### src/rtl/upg_program_loader_pkg.sv
// Shared definitions for the UART program loader.
//   state_t         : loader FSM encoding (3 bits)
//   CHK_SEED        : initial value of the running XOR checksum
//   upg_max_words() : largest legal image length for a given ROM address width
package upg_program_loader_pkg;

  typedef enum logic [2:0] {
    ST_IDLE   = 3'd0,
    ST_LEN_LO = 3'd1,
    ST_LEN_HI = 3'd2,
    ST_DATA   = 3'd3,
    ST_CHECK  = 3'd4,
    ST_DONE   = 3'd5,
    ST_ERROR  = 3'd6
  } state_t;

  localparam logic [7:0] CHK_SEED = 8'h00;

  function automatic logic [31:0] upg_max_words(input int aw);
    return 32'd1 << aw;
  endfunction

endpackage

### src/rtl/upg_timeout_counter.sv
// Inter-byte idle timer for the program loader.
//   iClock/iResetN : clock, async active-low reset
//   clear          : restart the count at zero (wins over enable)
//   enable         : count one cycle
//   expired        : count has reached TIMEOUT_CYCLES-1; holds there until cleared
module upg_timeout_counter #(
  parameter int TIMEOUT_CYCLES = 10_000_000
) (
  input  logic iClock,
  input  logic iResetN,
  input  logic clear,
  input  logic enable,
  output logic expired
);

  localparam int CW = (TIMEOUT_CYCLES > 1) ? $clog2(TIMEOUT_CYCLES) : 1;
  localparam logic [CW-1:0] LAST = CW'(TIMEOUT_CYCLES - 1);

  logic [CW-1:0] cnt;

  assign expired = (cnt == LAST);

  always_ff @(posedge iClock or negedge iResetN) begin
    if (!iResetN)               cnt <= '0;
    else if (clear)             cnt <= '0;
    else if (enable && !expired) cnt <= cnt + CW'(1);
  end

endmodule

### src/rtl/upg_program_loader.sv
// UART programming sequencer for the program ROM.
// Frame: len_lo, len_hi (word count N), 4*N data bytes (little-endian words),
// then one XOR checksum byte covering every preceding byte of the frame.
//   iClock, iResetN        : clock, async active-low reset
//   iStart                 : pulse, (re)arm the loader; beats a coincident byte
//   iRxValid, iRxData      : received byte strobe / byte
//   oBusy                  : frame in progress
//   oUpgWriteEnable        : one-cycle ROM write strobe
//   oUpgWriteAddress/Data  : word address / word for the current strobe
//   oUpgDone, oError       : sticky result flags (mutually exclusive)
module upg_program_loader
  import upg_program_loader_pkg::*;
#(
  parameter int ADDR_WIDTH     = 14,
  parameter int TIMEOUT_CYCLES = 10_000_000
) (
  input  logic                  iClock,
  input  logic                  iResetN,
  input  logic                  iStart,
  input  logic                  iRxValid,
  input  logic [7:0]            iRxData,
  output logic                  oBusy,
  output logic                  oUpgWriteEnable,
  output logic [ADDR_WIDTH-1:0] oUpgWriteAddress,
  output logic [31:0]           oUpgWriteData,
  output logic                  oUpgDone,
  output logic                  oError
);

  localparam logic [31:0] MAX_WORDS = upg_max_words(ADDR_WIDTH);

  state_t      state, state_nxt;
  logic [7:0]  len_lo;
  logic [15:0] len;
  logic [1:0]  byte_idx;
  logic [23:0] word_acc;
  logic [7:0]  chk;
  logic        expired;

  logic        rx_acc;
  logic [15:0] len_n;
  logic        len_bad;
  logic        last_word;

  assign rx_acc  = iRxValid && !iStart;
  assign len_n   = {iRxData, len_lo};
  assign len_bad = (len_n == 16'd0) || (32'(len_n) > MAX_WORDS);
  // The final word's strobe cycle still belongs to DATA; a byte arriving in
  // that same cycle is already the checksum byte.
  assign last_word = oUpgWriteEnable &&
                     ((32'(oUpgWriteAddress) + 32'd1) == 32'(len));

  assign oBusy    = (state == ST_LEN_LO) || (state == ST_LEN_HI) ||
                    (state == ST_DATA)   || (state == ST_CHECK);
  assign oUpgDone = (state == ST_DONE);
  assign oError   = (state == ST_ERROR);

  upg_timeout_counter #(.TIMEOUT_CYCLES(TIMEOUT_CYCLES)) u_timeout (
    .iClock  (iClock),
    .iResetN (iResetN),
    .clear   (iStart || rx_acc || !oBusy),
    .enable  (oBusy),
    .expired (expired)
  );

  always_ff @(posedge iClock or negedge iResetN) begin
    if (!iResetN) state <= ST_IDLE;
    else          state <= state_nxt;
  end

  always_comb begin
    state_nxt = state;
    if (iStart) begin
      state_nxt = ST_LEN_LO;
    end else begin
      case (state)
        ST_LEN_LO: begin
          if (rx_acc)       state_nxt = ST_LEN_HI;
          else if (expired) state_nxt = ST_ERROR;
        end
        ST_LEN_HI: begin
          if (rx_acc)       state_nxt = len_bad ? ST_ERROR : ST_DATA;
          else if (expired) state_nxt = ST_ERROR;
        end
        ST_DATA: begin
          if (last_word) begin
            if (rx_acc) state_nxt = (iRxData == chk) ? ST_DONE : ST_ERROR;
            else        state_nxt = ST_CHECK;
          end else if (!rx_acc && expired) begin
            state_nxt = ST_ERROR;
          end
        end
        ST_CHECK: begin
          if (rx_acc)       state_nxt = (iRxData == chk) ? ST_DONE : ST_ERROR;
          else if (expired) state_nxt = ST_ERROR;
        end
        default: state_nxt = state;
      endcase
    end
  end

  always_ff @(posedge iClock or negedge iResetN) begin
    if (!iResetN) begin
      oUpgWriteEnable  <= 1'b0;
      oUpgWriteAddress <= '0;
      oUpgWriteData    <= '0;
      len_lo           <= '0;
      len              <= '0;
      byte_idx         <= '0;
      word_acc         <= '0;
      chk              <= CHK_SEED;
    end else begin
      oUpgWriteEnable <= 1'b0;
      if (iStart) begin
        oUpgWriteAddress <= '0;
        byte_idx         <= '0;
        chk              <= CHK_SEED;
      end else begin
        // Address moves only after its strobe cycle has completed.
        if (oUpgWriteEnable) oUpgWriteAddress <= oUpgWriteAddress + 1'b1;

        if (rx_acc && state == ST_LEN_LO) begin
          len_lo <= iRxData;
          chk    <= chk ^ iRxData;
        end

        if (rx_acc && state == ST_LEN_HI) begin
          len <= len_n;
          chk <= chk ^ iRxData;
        end

        if (rx_acc && state == ST_DATA && !last_word) begin
          chk      <= chk ^ iRxData;
          byte_idx <= byte_idx + 2'd1;
          case (byte_idx)
            2'd0: word_acc[7:0]   <= iRxData;
            2'd1: word_acc[15:8]  <= iRxData;
            2'd2: word_acc[23:16] <= iRxData;
            default: begin
              oUpgWriteData   <= {iRxData, word_acc};
              oUpgWriteEnable <= 1'b1;
            end
          endcase
        end
      end
    end
  end

endmodule

### config.mk
export PLATFORM = sky130hd
export DESIGN_NAME = upg_program_loader
export DESIGN_NICKNAME = d
export VERILOG_FILES = /design/src/rtl/upg_program_loader_pkg.sv /design/src/rtl/upg_timeout_counter.sv /design/src/rtl/upg_program_loader.sv
export SDC_FILE = /design/constraint.sdc
export NUM_CORES = 1
export LEC_CHECK = 0
export BUFFER_PORTS_ARGS = -buffer_cell sky130_fd_sc_hd__clkbuf_2
export CAP_MARGIN = 20
export CORE_MARGIN = 3
export CORE_UTILIZATION = 65
export CTS_BUF_LIST = sky130_fd_sc_hd__clkbuf_8
export DETAILED_ROUTE_END_ITERATION = 6
export PLACE_DENSITY = 0.84
export SYNTH_ARGS = -nofsm -noshare
export SYNTH_HDL_FRONTEND = slang
export SYNTH_HIERARCHICAL = 1
export SYNTH_SLANG_ARGS = --single-unit
### constraint.sdc
create_clock -name iClock -period 5.2 [get_ports iClock]
set_input_delay 1.04 -clock iClock [delete_from_list [all_inputs] [get_ports iClock]]
set_output_delay 1.04 -clock iClock [all_outputs]
set_load 0.03 [all_outputs]
==> results by group, run 1 <==
Power and ir drop
  • Leak: 3.321 nW
  • Maximum vdd drop: 0.0002179 V
  • Pwr/cell area: 366.9 nW/µm²

Setup path
  • Worst Setup End Kind: register
  • Max FO, Critical Path: 23
  • Setup crit start kind: register
  • WS Path Type: reg -> reg
  • CP required: about 5.5 ns
  • WP data arrival: 3.97 ns

CTS
  • Worst-Skew Late Latency: 0.44 ns
  • Clock buffer depth: 2
  • CTS tree: yes
  • Root buffer cell: clkbuf_8
  • Htree depth: 4
  • Post-CTS Setup Inserts: 0
  • Hold buffers post-CTS: 0
  • TritonCTS buffer count: 17
  • CTS sink count: about 130
  • CTS clk-pin slew, worst paths: approximately 0.080 ns
  • Post-CTS Resized: 0

Yosys
  • Synth Flop Type: dfrtp_1
  • Post-synth EDFFs: 0
  • Share of the yosys chip area belonging to registers: 49.38%
  • Post-Syn Nets: 607
  • Asr flop ratio synth: 100.0%
  • Ranking of synthesized cells by area: dfrtp_1 (49%), mux2_2 (9.1%), mux2_4 (6.5%), xor2_1 (3.4%), xnor2_1 (2.5%)
  • Syn avg cell area: about 11 µm²
  • Synth unique cells: 65
  • Synth top area share: 49.38%
  • Synthesized area: 6689 µm²
  • Synth Register Bits: 132
  • Cell taking the most area after synthesis: dfrtp_1
  • Post-Synthesis Cells: 589
  • Ys Warns: 6

Die
  • Initial core utilization: 67.50%
  • Num rows: 36
  • I/O pins: between 60 and 70
  • Core area: 9910 µm²
  • Floorplan die height: approximately 110 µm
  • Chip width: approximately 110 µm
  • Die area: 11540 µm²

Job
  • Max Cap Violations: 0

Place
  • Port buffer count: 61
  • GP Congestion: 0.9388
  • Post-place setup slack: 1.292 ns
  • DP HPWL: 9.680 mm

Timing
  • Worst Clk Skew: 0.01253 ns
  • FMAX: 275.0 MHz
  • Final hold vios: 0
  • TNS Setup: 0 ns
  • Count of final setup violators: 0
  • Final setup margin: 1.564 ns
  • Final period utilization: 69.92%
  • Worst-Margin Slew: between 0.7 and 0.8 ns
  • Max Slew Vio Count: 0
  • RSZ-0062 raised after global routing: no
  • Fin crit period: 3.636 ns
  • Rel. slew slack: 51.33%

Cells and area
  • Most common cell after layout, fill and taps aside: dfrtp_1
  • Diode count: 0
  • Total Nets Final: 662
  • Finished Core Util: 74.70%
  • Filler cells: between 600 and 700
  • Fraction of layout cells with a size suffix above 1: 31.05%
  • Area growth syn-to-layout: 10.66%
  • Area of the multi-input gates: 3179 µm²
  • FF+latch area: 3303 µm²
  • Most frequent cells in the layout: dfrtp_1 (132), clkbuf_2 (60), mux2_2 (54)

Route
  • DR vias: 4818
  • DR WL met2: 7.015 mm
  • Drt drc: 0
  • Routed wl met3: 780 µm
  • Final ANT Viol Nets: 0
  • Final WL: 14.11 mm
  • Top sig layer: met4
  • Initial DRC count: 256
  • First-pass DRT Iterations: 4
  • Vias per cell: 6.099
  • Wirelength per Cell: 17.85 µm
  • Met1 WL: 5.940 mm

Global routing
  • First-pass GRT wire length: 23.64 mm
  • Initial antenna violation count: 0
  • Tot GR Track Use: 26.21%
  • Largest net degree at the start of global routing: 52
  • Vias in the first global route: 4901
  • Gr ovfl total: 0

Worst hold path
  • Hold WC Path Type: reg -> reg

Outcome
  • Outcome: complete, no violations
worst max-delay path: stages (launching register included):
cell and delay, ns:
dfrtp_1 0.49, ha_1 0.29, nand3_1 0.22, nor2_2 0.27
a22oi_1 0.13, or4_4 0.53, nor4_4 0.68, nor2_4 0.22
buf_4 0.33, mux2_4 0.34
kinds of logic after synthesis:
group | Yosys count | share of synthesized area [%]
AOI/OAI and AO/OA | 75 | 7.483
xor gates and xnor gates | 45 | 5.892
adders and majority gates | 6 | 1.122
buffers and inverters | 45 | 3.161
DFF | 132 | 49.38
muxes | 87 | 16.22
and+or+nand+nor | 199 | 16.74
flip-flops by register name, indices dropped and copies added, names as in the netlist:
name,count
oUpgWriteData,32
u_timeout/cnt,24
word_acc,24
len,16
oUpgWriteAddress,14
chk,8
len_lo,8
state,3
byte_idx,2
oUpgWriteEnable,1
synthesized netlist by cell type, types with 3 or more instances:
cell type / instances
dfrtp_1: 132
mux2_2: 54
nor2_1: 40
nand2_1: 31
mux2_4: 29
xor2_1: 26
nand3_1: 25
o21ai_0: 24
a21oi_1: 23
or3_1: 19
xnor2_1: 19
clkbuf_1: 18
inv_1: 13
nand4_1: 12
nor3_1: 12
and3_1: 9
nor4_1: 9
ha_1: 6
nand2b_1: 6
nor2b_1: 6
and2_1: 4
buf_1: 4
buf_2: 4
buf_6: 4
nor2_2: 4
o31ai_1: 4
and4_1: 3
mux2i_1: 3
nor4b_2: 3
or4_1: 3
worst paths after layout:
kind	startpoint	endpoint	slack, ns	depth (start not counted)
max in group asynchronous	iResetN	len[14]	3.66	2
max	oUpgWriteAddress[0]	oUpgWriteData[14]	1.56	9
min	word_acc[21]	oUpgWriteData[21]	0.51	1
min in group asynchronous	iResetN	oUpgWriteAddress[2]	0.55	1
max reg2reg	oUpgWriteAddress[0]	oUpgWriteData[14]	1.56	9
min reg2reg	word_acc[21]	oUpgWriteData[21]	0.51	1
through the flow:
step | std cells | hold slack (ns) | total power, mW | instance area [µm²]
2_1_floorplan | 589 | 0.4750 | 1.794 | 6689
3_3_place_gp | 757 | 0.4839 | 1.914 | 7051
3_5_place_dp | 757 | 0.4939 | 1.968 | 7051
4_1_cts | 789 | 0.5113 | 2.717 | 7395
5_1_grt | 790 | 0.5247 | 2.852 | 7402
6_report | 790 | 0.5096 | 2.716 | 7402
area by class of cell:
type	instances	area share [%]
sequential	132	44.62
multi-input combinational	412	42.95
timing repair buffer	68	4.868
clock buffer	17	3.161
tap	133	2.248
clock inverter	15	1.487
inverter	13	0.6592
routing by layer:
metal	vias to the layer above	global-route usage, %
met5	-	0
met4	0	11.90
met3	37	6.239
met2	167	43.07
met1	2401	33.05
li1	2213	-
power by group:
group          switching (mW)  internal, mW  total, mW
clock                   0.423         0.330      0.754
combinational           0.365         0.276      0.640
sequential              0.138          1.18       1.32
total                   0.926          1.79       2.72
Note: power is estimated with default switching activity, not from simulation.
==> run 2: changes to the inputs <==
--- a/config.mk
+++ b/config.mk
@@ -8,10 +8,10 @@
 export BUFFER_PORTS_ARGS = -buffer_cell sky130_fd_sc_hd__clkbuf_2
 export CAP_MARGIN = 20
 export CORE_MARGIN = 3
-export CORE_UTILIZATION = 65
+export CORE_UTILIZATION = 56
 export CTS_BUF_LIST = sky130_fd_sc_hd__clkbuf_8
 export DETAILED_ROUTE_END_ITERATION = 6
-export PLACE_DENSITY = 0.84
+export PLACE_DENSITY = 0.77
 export SYNTH_ARGS = -nofsm -noshare
 export SYNTH_HDL_FRONTEND = slang
 export SYNTH_HIERARCHICAL = 1
==> constraint.sdc (replaced) <==
create_clock -name iClock -period 3 [get_ports iClock]
set_input_delay 0.6 -clock iClock [delete_from_list [all_inputs] [get_ports iClock]]
set_output_delay 0.6 -clock iClock [all_outputs]
set_load 0.03 [all_outputs]
==> run 2 against run 1 <==
- final area grew 3.3%
- combinational power increased by 73%
- global-route usage decreased by 3.5 points
- via count is 0.62% higher
- critical endpoint is now byte_idx[1]
- worst setup slack worse by 1.4 ns
- total power grew 84%
- sequential power is 73% higher
- core utilization down 8.6 points
- largest power group unchanged
- highest routed layer unchanged
- first-iteration DRC count increased by 18%
==> results by group, run 2 (synthesis gave the netlist of run 1 again) <==
CTS
  • TritonCTS buffer count: 17 (unchanged)
  • CTS sink count: 132 (unchanged)
  • Root buffer cell: clkbuf_8
  • Htree depth: 4 (unchanged)
  • Post-CTS Setup Inserts: 0 (unchanged)
  • Post-CTS Resized: 0 (unchanged)
  • Hold buffers post-CTS: 0 (unchanged)
  • Worst-Skew Late Latency: 0.45 ns (about the same)
  • CTS clk-pin slew, worst paths: 0.08 ns (about the same)
  • CTS tree: yes
  • Clock buffer depth: 2 (unchanged)

Setup path
  • Max FO, Critical Path: 8 (-65%)
  • Setup crit start kind: register
  • Critical path's top delay family: simple AND/OR/NAND/NOR gates
  • Worst path max stage delay: 0.57 ns (-0.11 ns)
  • WS Path Type: reg -> reg
  • CP required: 3.34 ns (-2.19 ns)
  • CP startpoint: oUpgWriteAddress[0]
  • Worst Setup End Kind: register
  • Slowest CP cell: or4_4
  • CP Cell Sequence: ha_1 -> xor2_1 -> nor4b_2 -> nand3_1 -> or4_4 -> nor4_4 -> buf_4 -> nand2b_1 -> mux2_2
  • WP data arrival: 3.22 ns (-0.75 ns)
  • FF-to-FF Start: oUpgWriteAddress[0]
  • CP Buf/Inv Count: 1 (unchanged)

Timing
  • Worst-Margin Slew: 0.7217 ns (-0.002972 ns)
  • Final period utilization: 95.91% (+26 points)
  • Worst Clk Skew: 0.009257 ns (-0.003277 ns)
  • TNS Setup: 0 ns (unchanged)
  • RSZ-0062 raised after global routing: no
  • Max Slew Vio Count: 0 (unchanged)
  • Count of final setup violators: 0 (unchanged)
  • Final hold vios: 0 (unchanged)
  • Fin crit period: 2.877 ns (-0.7587 ns)
  • FMAX: 347.5 MHz (+26%)
  • Hold slack: 0.06547 ns (-0.4441 ns)
  • Rel. slew slack: 51.89% (+0.56 points)

Die
  • Chip width: 115.3 µm (+7.3%)
  • Core area: 11560 µm² (+17%)
  • Num rows: 39 (+8.3%)
  • Die area: 13290 µm² (+15%)
  • Floorplan die height: 115.3 µm (+7.3%)
  • I/O pins: 62 (unchanged)
  • Initial core utilization: 57.84% (-9.7 points)

Place
  • Port buffer count: 61 (unchanged)
  • DP HPWL: 10.04 mm (+3.7%)
  • GP Congestion: 0.8663 (-7.7%)

Cells and area
  • Total Nets Final: 677 (+2.3%)
  • Max reg flops: 32 (unchanged)
  • Finished Core Util: 66.11% (-8.6 points)
  • Fraction of layout cells with a size suffix above 1: 33.33% (+2.3 points)
  • Most common cell after layout, fill and taps aside: dfrtp_1
  • Filler cells: 853 (+29%)
  • Most frequent cells in the layout: dfrtp_1 (129), clkbuf_2 (60), mux2_2 (54)
  • Area growth syn-to-layout: 14.31%
  • Largest regs: oUpgWriteData: 32 flops, u_timeout/cnt: 24 flops, word_acc: 24 flops
  • Diode count: 0 (unchanged)
  • Largest Register: oUpgWriteData

Route
  • DR vias: 4848 (+0.62%)
  • Wirelength per Cell: 17.60 µm (-1.4%)
  • Final WL: 14.35 mm (+1.7%)
  • Drt drc: 0 (unchanged)
  • Initial DRC count: 301 (+18%)
  • Vias per cell: 5.948 (-2.5%)
  • First-pass DRT Iterations: 4 (unchanged)
  • Final ANT Viol Nets: 0 (unchanged)

Power and ir drop
  • Leak: 3.448 nW (+3.8%)
  • Pwr/cell area: 654.3 nW/µm² (+78%)
  • Maximum vdd drop: 0.0006935 V (+220%)

Global routing
  • Most Used Layer, Global Route: met2
  • Initial antenna violation count: 0 (unchanged)
  • Grt met1 use: 28.69% (-4.4 points)
  • Largest net degree at the start of global routing: 59 (+13%)
  • GR Layer Usage met3: 6.000% (-0.24 points)
  • Vias in the first global route: 4771 (-2.7%)
  • Gr ovfl total: 0 (unchanged)
  • GR Util met2: 38.04% (-5.0 points)
  • Tot GR Track Use: 22.72% (-3.5 points)
  • First-pass GRT wire length: 23.45 mm (-0.82%)

Worst hold path
  • Hold WC Path Type: in -> async

Outcome
  • Outcome: complete, no violations

Job
  • Max Cap Violations: 0 (unchanged)
## run 2: final timing paths
path,endpoint,slack (ns),cells after the start
max,byte_idx[1],0.12,9
min,oUpgWriteAddress[8],0.07,1
max reg2reg,byte_idx[1],0.12,9
min reg2reg,oUpgWriteData[3],0.51,1
max in group asynchronous,u_timeout/cnt[0],2.27,2
min in group iClock,oUpgWriteData[3],0.51,1
## run 2: area by class of cell
type                            count  area [µm²]  area share (%)
Inverter                           13       48.80          0.6382
Tap cell                          143       178.9           2.340
Multi-Input combinational cell    412        3184           41.65
Sequential cell                   132        3307           43.25
Clock buffer                       17       234.0           3.060
Timing Repair Buffer               83       498.0           6.513
Clock inverter                     15       195.2           2.553
## run 2: power by group
| group | total (mW) | switching, mW | internal, mW |
|---|---|---|---|
| sequential | 2.29 | 0.236 | 2.05 |
| combinational | 1.11 | 0.623 | 0.488 |
| clock | 1.60 | 0.760 | 0.845 |
## run 2: metrics by stage
| step | cells | power [mW] | area [µm²] | setup slack [ns] |
|---|---|---|---|---|
| after floorplan | 589 | 3.111 | 6698 | 0.001777 |
| after global placement | 783 | 3.348 | 7217 | 0.1888 |
| after detailed placement | 783 | 3.426 | 7217 | 0.1323 |
| after CTS | 815 | 5.047 | 7646 | 0.1131 |
| after global routing | 815 | 5.257 | 7646 | 0.01164 |
| final | 815 | 5.003 | 7646 | 0.1227 |
## run 2: layer usage
layer / vias up / wire, µm
li1: 2243 / -
met5: - / 0
met3: 19 / 731
met4: 0 / 227
met1: 2427 / 6046
met2: 159 / 7343
